$ cat src/rtl/scoreboard_regfile.sv
// Register file with a per-register pending-write scoreboard, same-cycle writeback bypass
// and decode stall generation. Writebacks retire in issue order per register.
module scoreboard_regfile #(
  parameter int DBITS    = 16,
  parameter int ABITS    = 3,
  parameter int NRD      = 2,
  parameter int MAXPEND  = 3,
  parameter int ZERO_REG = 0
) (
  input  logic                  CLK,
  input  logic                  RESETN,
  input  logic [NRD*ABITS-1:0]  RADDR,
  input  logic [NRD-1:0]        RREQ,
  output logic [NRD*DBITS-1:0]  RDATA,
  input  logic                  ISS_VALID,
  input  logic                  ISS_WE,
  input  logic [ABITS-1:0]      ISS_WADDR,
  output logic                  ISS_ACK,
  output logic                  STALL,
  input  logic                  WB_WE,
  input  logic [ABITS-1:0]      WB_WADDR,
  input  logic [DBITS-1:0]      WB_DATA,
  input  logic                  FLUSH,
  output logic [2**ABITS-1:0]   BUSY
);

  localparam int NREG = 2**ABITS;
  localparam int CW   = $clog2(MAXPEND + 1);
  localparam logic [CW-1:0] CNT_MAX = CW'(MAXPEND);
  localparam logic [CW-1:0] CNT_ONE = CW'(1);

  logic [DBITS-1:0] regs_q [NREG];
  logic [DBITS-1:0] regs_d [NREG];
  logic [CW-1:0]    cnt_q  [NREG];
  logic [CW-1:0]    cnt_d  [NREG];

  logic [ABITS-1:0] ra [NRD];
  logic [NRD-1:0]   hazard;
  logic             overflow;
  logic             offered;
  logic             blocked;
  logic             wb_en;

  // Register 0 is hardwired when ZERO_REG is set, so its writes are dropped.
  assign wb_en = WB_WE && !(ZERO_REG != 0 && WB_WADDR == '0);

  // NOTE: every output of a combinational block gets a default first so no path infers a latch.
  always_comb begin
    hazard = '0;
    RDATA  = '0;
    for (int i = 0; i < NRD; i++) begin
      ra[i] = RADDR[i*ABITS +: ABITS];
      if (ZERO_REG != 0 && ra[i] == '0)
        RDATA[i*DBITS +: DBITS] = '0;
      else if (WB_WE && WB_WADDR == ra[i])
        RDATA[i*DBITS +: DBITS] = WB_DATA;
      else
        RDATA[i*DBITS +: DBITS] = regs_q[ra[i]];
      // Only the newest pending write may be bypassed; with cnt>1 an older one is retiring.
      hazard[i] = RREQ[i] && (cnt_q[ra[i]] != '0) &&
                  !(WB_WE && WB_WADDR == ra[i] && cnt_q[ra[i]] == CNT_ONE);
    end
    if (!RESETN) RDATA = '0;
  end

  always_comb begin
    overflow = ISS_WE && (cnt_q[ISS_WADDR] == CNT_MAX) &&
               !(WB_WE && WB_WADDR == ISS_WADDR);
    offered  = RESETN && ISS_VALID && !FLUSH;
    blocked  = (|hazard) || overflow;
    STALL    = offered && blocked;
    ISS_ACK  = offered && !blocked;
  end

  always_comb begin
    for (int r = 0; r < NREG; r++) begin
      logic inc;
      logic dec;
      inc = ISS_ACK && ISS_WE && ISS_WADDR == ABITS'(r) && !(ZERO_REG != 0 && r == 0);
      dec = WB_WE && WB_WADDR == ABITS'(r) && cnt_q[r] != '0;
      regs_d[r] = (wb_en && WB_WADDR == ABITS'(r)) ? WB_DATA : regs_q[r];
      cnt_d[r]  = cnt_q[r];
      if (FLUSH)
        cnt_d[r] = '0;
      else if (inc && !dec)
        cnt_d[r] = cnt_q[r] + CNT_ONE;
      else if (dec && !inc)
        cnt_d[r] = cnt_q[r] - CNT_ONE;
      BUSY[r] = (cnt_q[r] != '0);
    end
  end

  // NOTE: the data array is reset along with the counters because a reset must read back as zero.
  always_ff @(posedge CLK or negedge RESETN) begin
    if (!RESETN) begin
      for (int r = 0; r < NREG; r++) begin
        regs_q[r] <= '0;
        cnt_q[r]  <= '0;
      end
    end else begin
      // NOTE: state updates use non-blocking assignments so all flops sample pre-edge values.
      for (int r = 0; r < NREG; r++) begin
        regs_q[r] <= regs_d[r];
        cnt_q[r]  <= cnt_d[r];
      end
    end
  end

endmodule

$ cat config.mk
export PLATFORM = sky130hd
export DESIGN_NAME = scoreboard_regfile
export DESIGN_NICKNAME = d
export VERILOG_FILES = /design/src/rtl/scoreboard_regfile.sv
export SDC_FILE = /design/constraint.sdc
export NUM_CORES = 1
export LEC_CHECK = 0
export ABC_AREA = 0
export BUFFER_PORTS_ARGS = -buffer_cell sky130_fd_sc_hd__buf_2
export CAP_MARGIN = 10
export CORE_ASPECT_RATIO = 0.8
export CORE_UTILIZATION = 40
export CTS_CLUSTER_DIAMETER = 100
export CTS_CLUSTER_SIZE = 8
export DETAILED_ROUTE_END_ITERATION = 10
export GPL_ROUTABILITY_DRIVEN = 1
export HOLD_SLACK_MARGIN = 0.15
export PLACE_DENSITY_LB_ADDON = 0.05
export SLEW_MARGIN = 40
export SYNTH_ARGS = -nofsm -noshare
export SYNTH_HDL_FRONTEND = slang
export SYNTH_SLANG_ARGS = --single-unit
$ cat constraint.sdc
create_clock -name CLK -period 3.1 [get_ports CLK]
set_input_delay 0.465 -clock CLK [delete_from_list [all_inputs] [get_ports CLK]]
set_output_delay 0.465 -clock CLK [all_outputs]
set_load 0.005 [all_outputs]
==> impl_metrics.csv, run 1 <==
group,metric,value,unit
sta,min_period,2939,ps
outcome,outcome,"finished with violations",
pwr,p_leak,4.311,nW
setup_path,slowest_delay,490,ps
synthesis,ys_seq_elements,144,
sta,slew_violations,0,
synthesis,netlist_area,8586,um^2
placement,dpl-instance-area,9328,um^2
route,drc,12,
placement,post-dp-hpwl,16.06,mm
pwr,p_sw_share,28.38,%
route,drt_first_pass_iters,8,
pwr,power_frac_comb,22.0,%
grt,met3_usage,4.607,%
setup_path,worstPathMaxFanout,6,
pwr,p_per_area,583.5,nW/um^2
route,vias,6301,
grt,grt-ovfl-total,0,
grt,grt_pass1_wl,39.31,mm
synthesis,yosysMostFrequentCell,"dfrtp_1",
job,drv_cap,0,
outcome,violations,"DRC",
floorplanning,num_rows,47,
synthesis,yosysTopAreaCell,"dfrtp_1",
pwr,p_int,4.145,mW
synthesis,synth-seq-area-share,41.97,%
cts,path_clk_slew,70,ps
sta,maxSlewHeadroom,50.69,%
cts,cts_tree,"done",
floorplanning,die_h,133.0,um
sta,worstMarginPinSlew,739.7,ps
synthesis,async_flop_share,100.0,%
floorplanning,boundaryPins,78,
layout,fin_area,9918,um^2
layout,fill_cells,1902,
min_path,hp-class,"in -> reg",
sta,finalCritPeriodShare,94.81,%
grt,met2_usage,39.50,%
synthesis,synth.avg_cell_area,12.20,um^2
setup_path,path_class,"reg -> out",
synthesis,synth_area_leaders,"dfrtp_1 (42%), mux4_2 (19%), mux2_2 (15%)",
layout,nets,805,
sta,fin_skew,14.95,ps
route,vias_per_cell,5.984,
setup_path,startpoint_type,"flop",
placement,gp_congestion,0.8964,
synthesis,netlist_instances,704,
synthesis,synth_nets,740,
setup_path,crit_arrival,2470,ps
cts,htreeDepth,4,
layout,syn_to_final_growth,15.52,%
floorplanning,core-area,20880,um^2
setup_path,end_kind,"output pin",
sta,setup_viol,0,
cts,clock_latency,430,ps
synthesis,synth_commonest_cells,"dfrtp_1 (144), mux2_2 (112), nand2_1 (89)",
cts,cts_made_buffers,17,
route,wire_per_inst,23.89,um
placement,port_buffers,77,
synthesis,ys_types,52,
route,postRouteAntennaNets,0,
sta,maxClockFrequency,340.3,MHz
pwr,power_frac_clock,34.7,%
sta,hold_violations,0,
grt,grt_usage,23.86,%
route,drtIter0Drc,381,
pwr,peakVddDrop,0.3152,mV
sta,rsz0062_at_grt,"false",
synthesis,synth_top_area_share,41.97,%
pwr,p_sw,1.642,mW
cts,cts_root_buffer,"clkbuf_16",
floorplanning,fp.dieArea,22060,um^2
synthesis,synth_edf_count,0,
floorplanning,die_w,165.8,um
grt,grt_max_degree,77,
cts,cts.sinks,144,
setup_path,cp_slowest_cell,"mux4_2",
setup_path,critPathRequiredTime,2630,ps
route,drt-total-wl,25.16,mm
sta,tns,0,ps
synthesis,synth-main-ff-cell,"dfrtp_1",
grt,met1_usage,31.39,%
synthesis,ys_warn_count,0,
grt,grt_antenna_before_repair,2,
grt,grt_pass1_vias,6598,
grt,grt-busiest-layer,"met2",
pwr,p_seq_share,43.2,%
floorplanning,initial_core_util,41.13,%
layout,drive_gt1_share,43.86,%
cts,clock_path_buffers,2,
setup_path,worstPathCellList,"mux4_2 > a211o_1 > a32oi_2 > nand2_1 > nor2_1 > buf_2",
cts,post_cts_buffers,0,
==> worst max-delay path: cells and delay by family, from the launching register on <==
kind | cells | cell delay (ps)
AOI/OAI and AO/OA | 2 | 590
muxes | 1 | 490
buffers and inverters | 1 | 130
DFF | 1 | 480
and+or+nand+nor | 2 | 360
==> metrics by stage <==
| stage | hold slack, ps | std cells | setup WS (ps) | power (mW) | utilization (%) |
|---|---|---|---|---|---|
| floorplan | 169.4 | 704 | 368.6 | 3.397 | - |
| global placement | 248.7 | 1018 | 310.8 | 3.744 | 44.64 |
| detailed placement | 256.2 | 1018 | 271.6 | 3.809 | 44.68 |
| CTS | 331.2 | 1051 | 141.6 | 5.845 | 47.49 |
| global route | 337.4 | 1052 | 21.43 | 6.078 | 47.50 |
| finish | 342.4 | 1053 | 161.0 | 5.787 | 47.51 |
==> cell families after synthesis <==
family          synth area share, %
compound gates                6.427
xor+xnor                     0.9182
buf+inv                       3.527
flops                         41.97
mux                           36.37
simple gates                  10.78
==> path summary, 6_finish.rpt <==
check                            start           to  depth (start not counted)  slack [ps]
max in group asynchronous       RESETN   regs_q[63]                          3        1810
setup / recovery              cnt_q[6]      ISS_ACK                          6         160
setup reg to reg              cnt_q[6]     cnt_q[8]                          5         480
hold reg to reg            regs_q[112]  regs_q[112]                          2         500
hold / removal              WB_DATA[2]  regs_q[114]                          3         340
min in group asynchronous       RESETN     cnt_q[6]                          2         390
==> placed cells by master (no fill, tap or decap), drive strengths merged, types with 3 or more instances in the layout <==
| master | n |
|---|---|
| clkbuf | 19 |
| inv | 12 |
| xor2 | 3 |
| nor3b | 5 |
| clkinv | 6 |
| mux2i | 18 |
| o211ai | 4 |
| mux4 | 73 |
| and3 | 3 |
| or3 | 3 |
| nand3 | 7 |
| a21oi | 5 |
| dfrtp | 144 |
| xnor2 | 6 |
| nand3b | 3 |
| buf | 112 |
| nor3 | 4 |
| nor2 | 48 |
| nand2 | 89 |
| o21ai | 8 |
| mux2 | 115 |
| nor2b | 5 |
| and2 | 7 |
| o31ai | 4 |
| nand4 | 4 |
| clkinvlp | 3 |
| a311oi | 16 |
| or2 | 8 |
| a211oi | 17 |
==> state kept, by name (all words and copies together), names as in the netlist <==
signal and count:
regs_q 128, cnt_q 16
==> final cells by class <==
type | instances | area (um^2) | share of cell area (%)
antenna | 2 | 5.005 | 0.05046
clock buffer | 19 | 442.9 | 4.466
clock inverter | 13 | 132.6 | 1.337
inverter | 9 | 33.78 | 0.3406
multi-input combinational | 484 | 4679 | 47.18
sequential | 144 | 3603 | 36.33
tap | 269 | 336.6 | 3.393
timing repair buffer | 113 | 684.4 | 6.900
==> power by group through the flow <==
stage	Combinational [mW]	Clock [mW]	Sequential [mW]
floorplan	0.959	0	2.44
global placement	1.25	0	2.49
detailed placement	1.28	0	2.52
CTS	1.29	2.06	2.49
global route	1.39	2.14	2.55
finish	1.28	2.01	2.50
==> what timing repair did <==
item                      CTS  global route
gates resized for setup     0             0
hold buffers                1             0
hold endpoints to repair    2             0
==> routing by layer <==
layer  up-vias  part of all wire [%]
li1       2786                     -
met1      3297                    45
met2       181                    49
met3        37                   4.3
met4         0                   2.0
met5         -                     0
Power figures use the tool's default switching activity.
==> run 2: changes to the inputs <==
==> constraint.sdc (replaced) <==
create_clock -name CLK -period 3.1 [get_ports CLK]
set_input_delay 0.465 -clock CLK [delete_from_list [all_inputs] [get_ports CLK]]
set_output_delay 0.465 -clock CLK [all_outputs]
set_load 0.02 [all_outputs]
==> run 2 against run 1 <==
  * The flow still finishes with violations (DRC)
  * Total power up 3.6%
  * Hold slack worse by 1.4 ps
  * Critical endpoint is now RDATA[28]
  * First-iteration DRC count down 1.0%
  * Cell count down 0.28%
  * Via count down 0.94%
==> impl_metrics.csv, run 2 (synthesized netlist as in run 1, its figures left out) <==
group,metric,value,unit
floorplanning,boundaryPins,78,
route,vias_per_cell,5.945,
grt,grt_pass1_vias,6373,
sta,maxSlewHeadroom,45.59,%
grt,grt_pass1_wl,39.01,mm
placement,post-dp-hpwl,15.71,mm
cts,post_cts_buffers,0,
floorplanning,initial_core_util,41.13,%
sta,hold_violations,0,
sta,rsz0062_at_grt,"false",
cts,clock_path_buffers,2,
cts,path_clk_slew,60,ps
layout,n_antenna_cell,0,
route,drtIter0Drc,377,
placement,port_buffers,77,
pwr,p_leak,4.330,nW
setup_path,path_class,"in -> out",
sta,min_period,2927,ps
layout,top_register,"regs_q",
placement,dp.cells,1018,
route,drc,6,
cts,cts_made_buffers,17,
layout,syn_to_final_growth,15.84,%
sta,tns,0,ps
route,drt_first_pass_iters,10,
route,drt-total-wl,25.13,mm
floorplanning,die_w,165.8,um
layout,mostFrequentLayoutCell,"dfrtp_1",
setup_path,end_kind,"output pin",
grt,grt_usage,23.94,%
outcome,violations,"DRC",
placement,gp_congestion,0.9032,
setup_path,cp_slowest_cell,"inv_1",
sta,setup_viol,0,
sta,maxClockFrequency,341.7,MHz
cts,holdBufCountCts,1,
setup_path,slowest_delay,590,ps
job,drv_cap,0,
layout,final_cell_count_no_fill,1050,
cts,cts_tree,"done",
pwr,power,5.995,mW
setup_path,startpoint_type,"input pin",
setup_path,critPathRequiredTime,2630,ps
grt,grt_max_degree,72,
layout,largest_reg_flops,128,
sta,worstMarginPinSlew,815.3,ps
placement,dpl-instance-area,9324,um^2
layout,layout_common_cells,"dfrtp_1 (144), mux2_2 (112), nand2_1 (89), buf_2 (76), mux4_2 (73)",
layout,fin_area,9946,um^2
setup_path,worstPathMaxFanout,17,
route,wire_per_inst,23.93,um
layout,largestRegisters,"regs_q x128, cnt_q x16",
layout,nets,805,
floorplanning,fp.dieArea,22060,um^2
cts,htreeDepth,4,
sta,slew_violations,0,
outcome,outcome,"finished with violations",
cts,clock_latency,420,ps
pwr,p_per_area,602.8,nW/um^2
grt,grt-ovfl-total,0,
setup_path,worstPathCellList,"dlygate4sd3_1 > buf_6 > inv_1 > buf_4 > a311oi_1 > buf_2",
min_path,hp-class,"in -> reg",
sta,fin_skew,14.99,ps
floorplanning,num_rows,47,
grt,grt_antenna_before_repair,0,
route,vias,6242,
cts,cts_root_buffer,"clkbuf_16",
floorplanning,core-area,20880,um^2
pwr,peakVddDrop,0.3212,mV
cts,cts.sinks,144,
floorplanning,die_h,133.0,um
route,postRouteAntennaNets,0,
sta,finalCritPeriodShare,94.41,%
cts,cts_resized,0,
layout,drive_gt1_share,43.66,%
setup_path,crit_arrival,2460,ps
==> run 2: power breakdown <==
part           total [mW]  internal, mW  switching (mW)
sequential           2.49          2.24           0.250
clock                2.15          1.31           0.839
combinational        1.35         0.756           0.591
total                6.00          4.32            1.68
==> run 2: final cells by class <==
type                    instances  area, um^2
fillers                      1877       10930
multi-input cells             484        4679
flip-flops and latches        144        3603
repair buffers                113       680.7
clock buffers                  20       456.7
well taps                     269       336.6
clock inverters                11       155.1
inverters                       9       33.78
==> run 2: metrics by stage <==
| step | hold WS (ps) | setup WS (ps) | utilization, % |
|---|---|---|---|
| final | 341.0 | 173.2 | 47.64 |
| after global routing | 343.4 | 62.90 | 47.64 |
| after CTS | 326.9 | 163.2 | 47.64 |
| after detailed placement | 485.9 | 266.8 | 44.66 |
| after global placement | 471.3 | 330.4 | 44.64 |
| after floorplan | 169.4 | 230.2 | - |
==> run 2: per-layer routing <==
layer / routed length, um / up-vias / track usage [%]
met1: 11220 / 3268 / 32.12
li1: - / 2766 / -
met2: 12270 / 169 / 39.50
met4: 476 / 0 / 7.788
met3: 1161 / 39 / 4.308
met5: 0 / - / 0
==> run 2: critical path, delay by kind of cell <==
family | cells | cell delay [ps]
buffers and inverters | 5 | 1870
AOI/OAI and AO/OA | 1 | 110
==> run 2: final timing paths <==
kind | depth (start not counted) | end | slack (ps) | start
min in group asynchronous | 3 | cnt_q[14] | 660 | RESETN
min | 3 | regs_q[115] | 340 | WB_DATA[3]
max | 6 | RDATA[28] | 170 | RESETN
max reg2reg | 5 | cnt_q[8] | 500 | cnt_q[0]
min reg2reg | 2 | regs_q[121] | 500 | regs_q[121]
max in group asynchronous | 4 | regs_q[69] | 1330 | RESETN
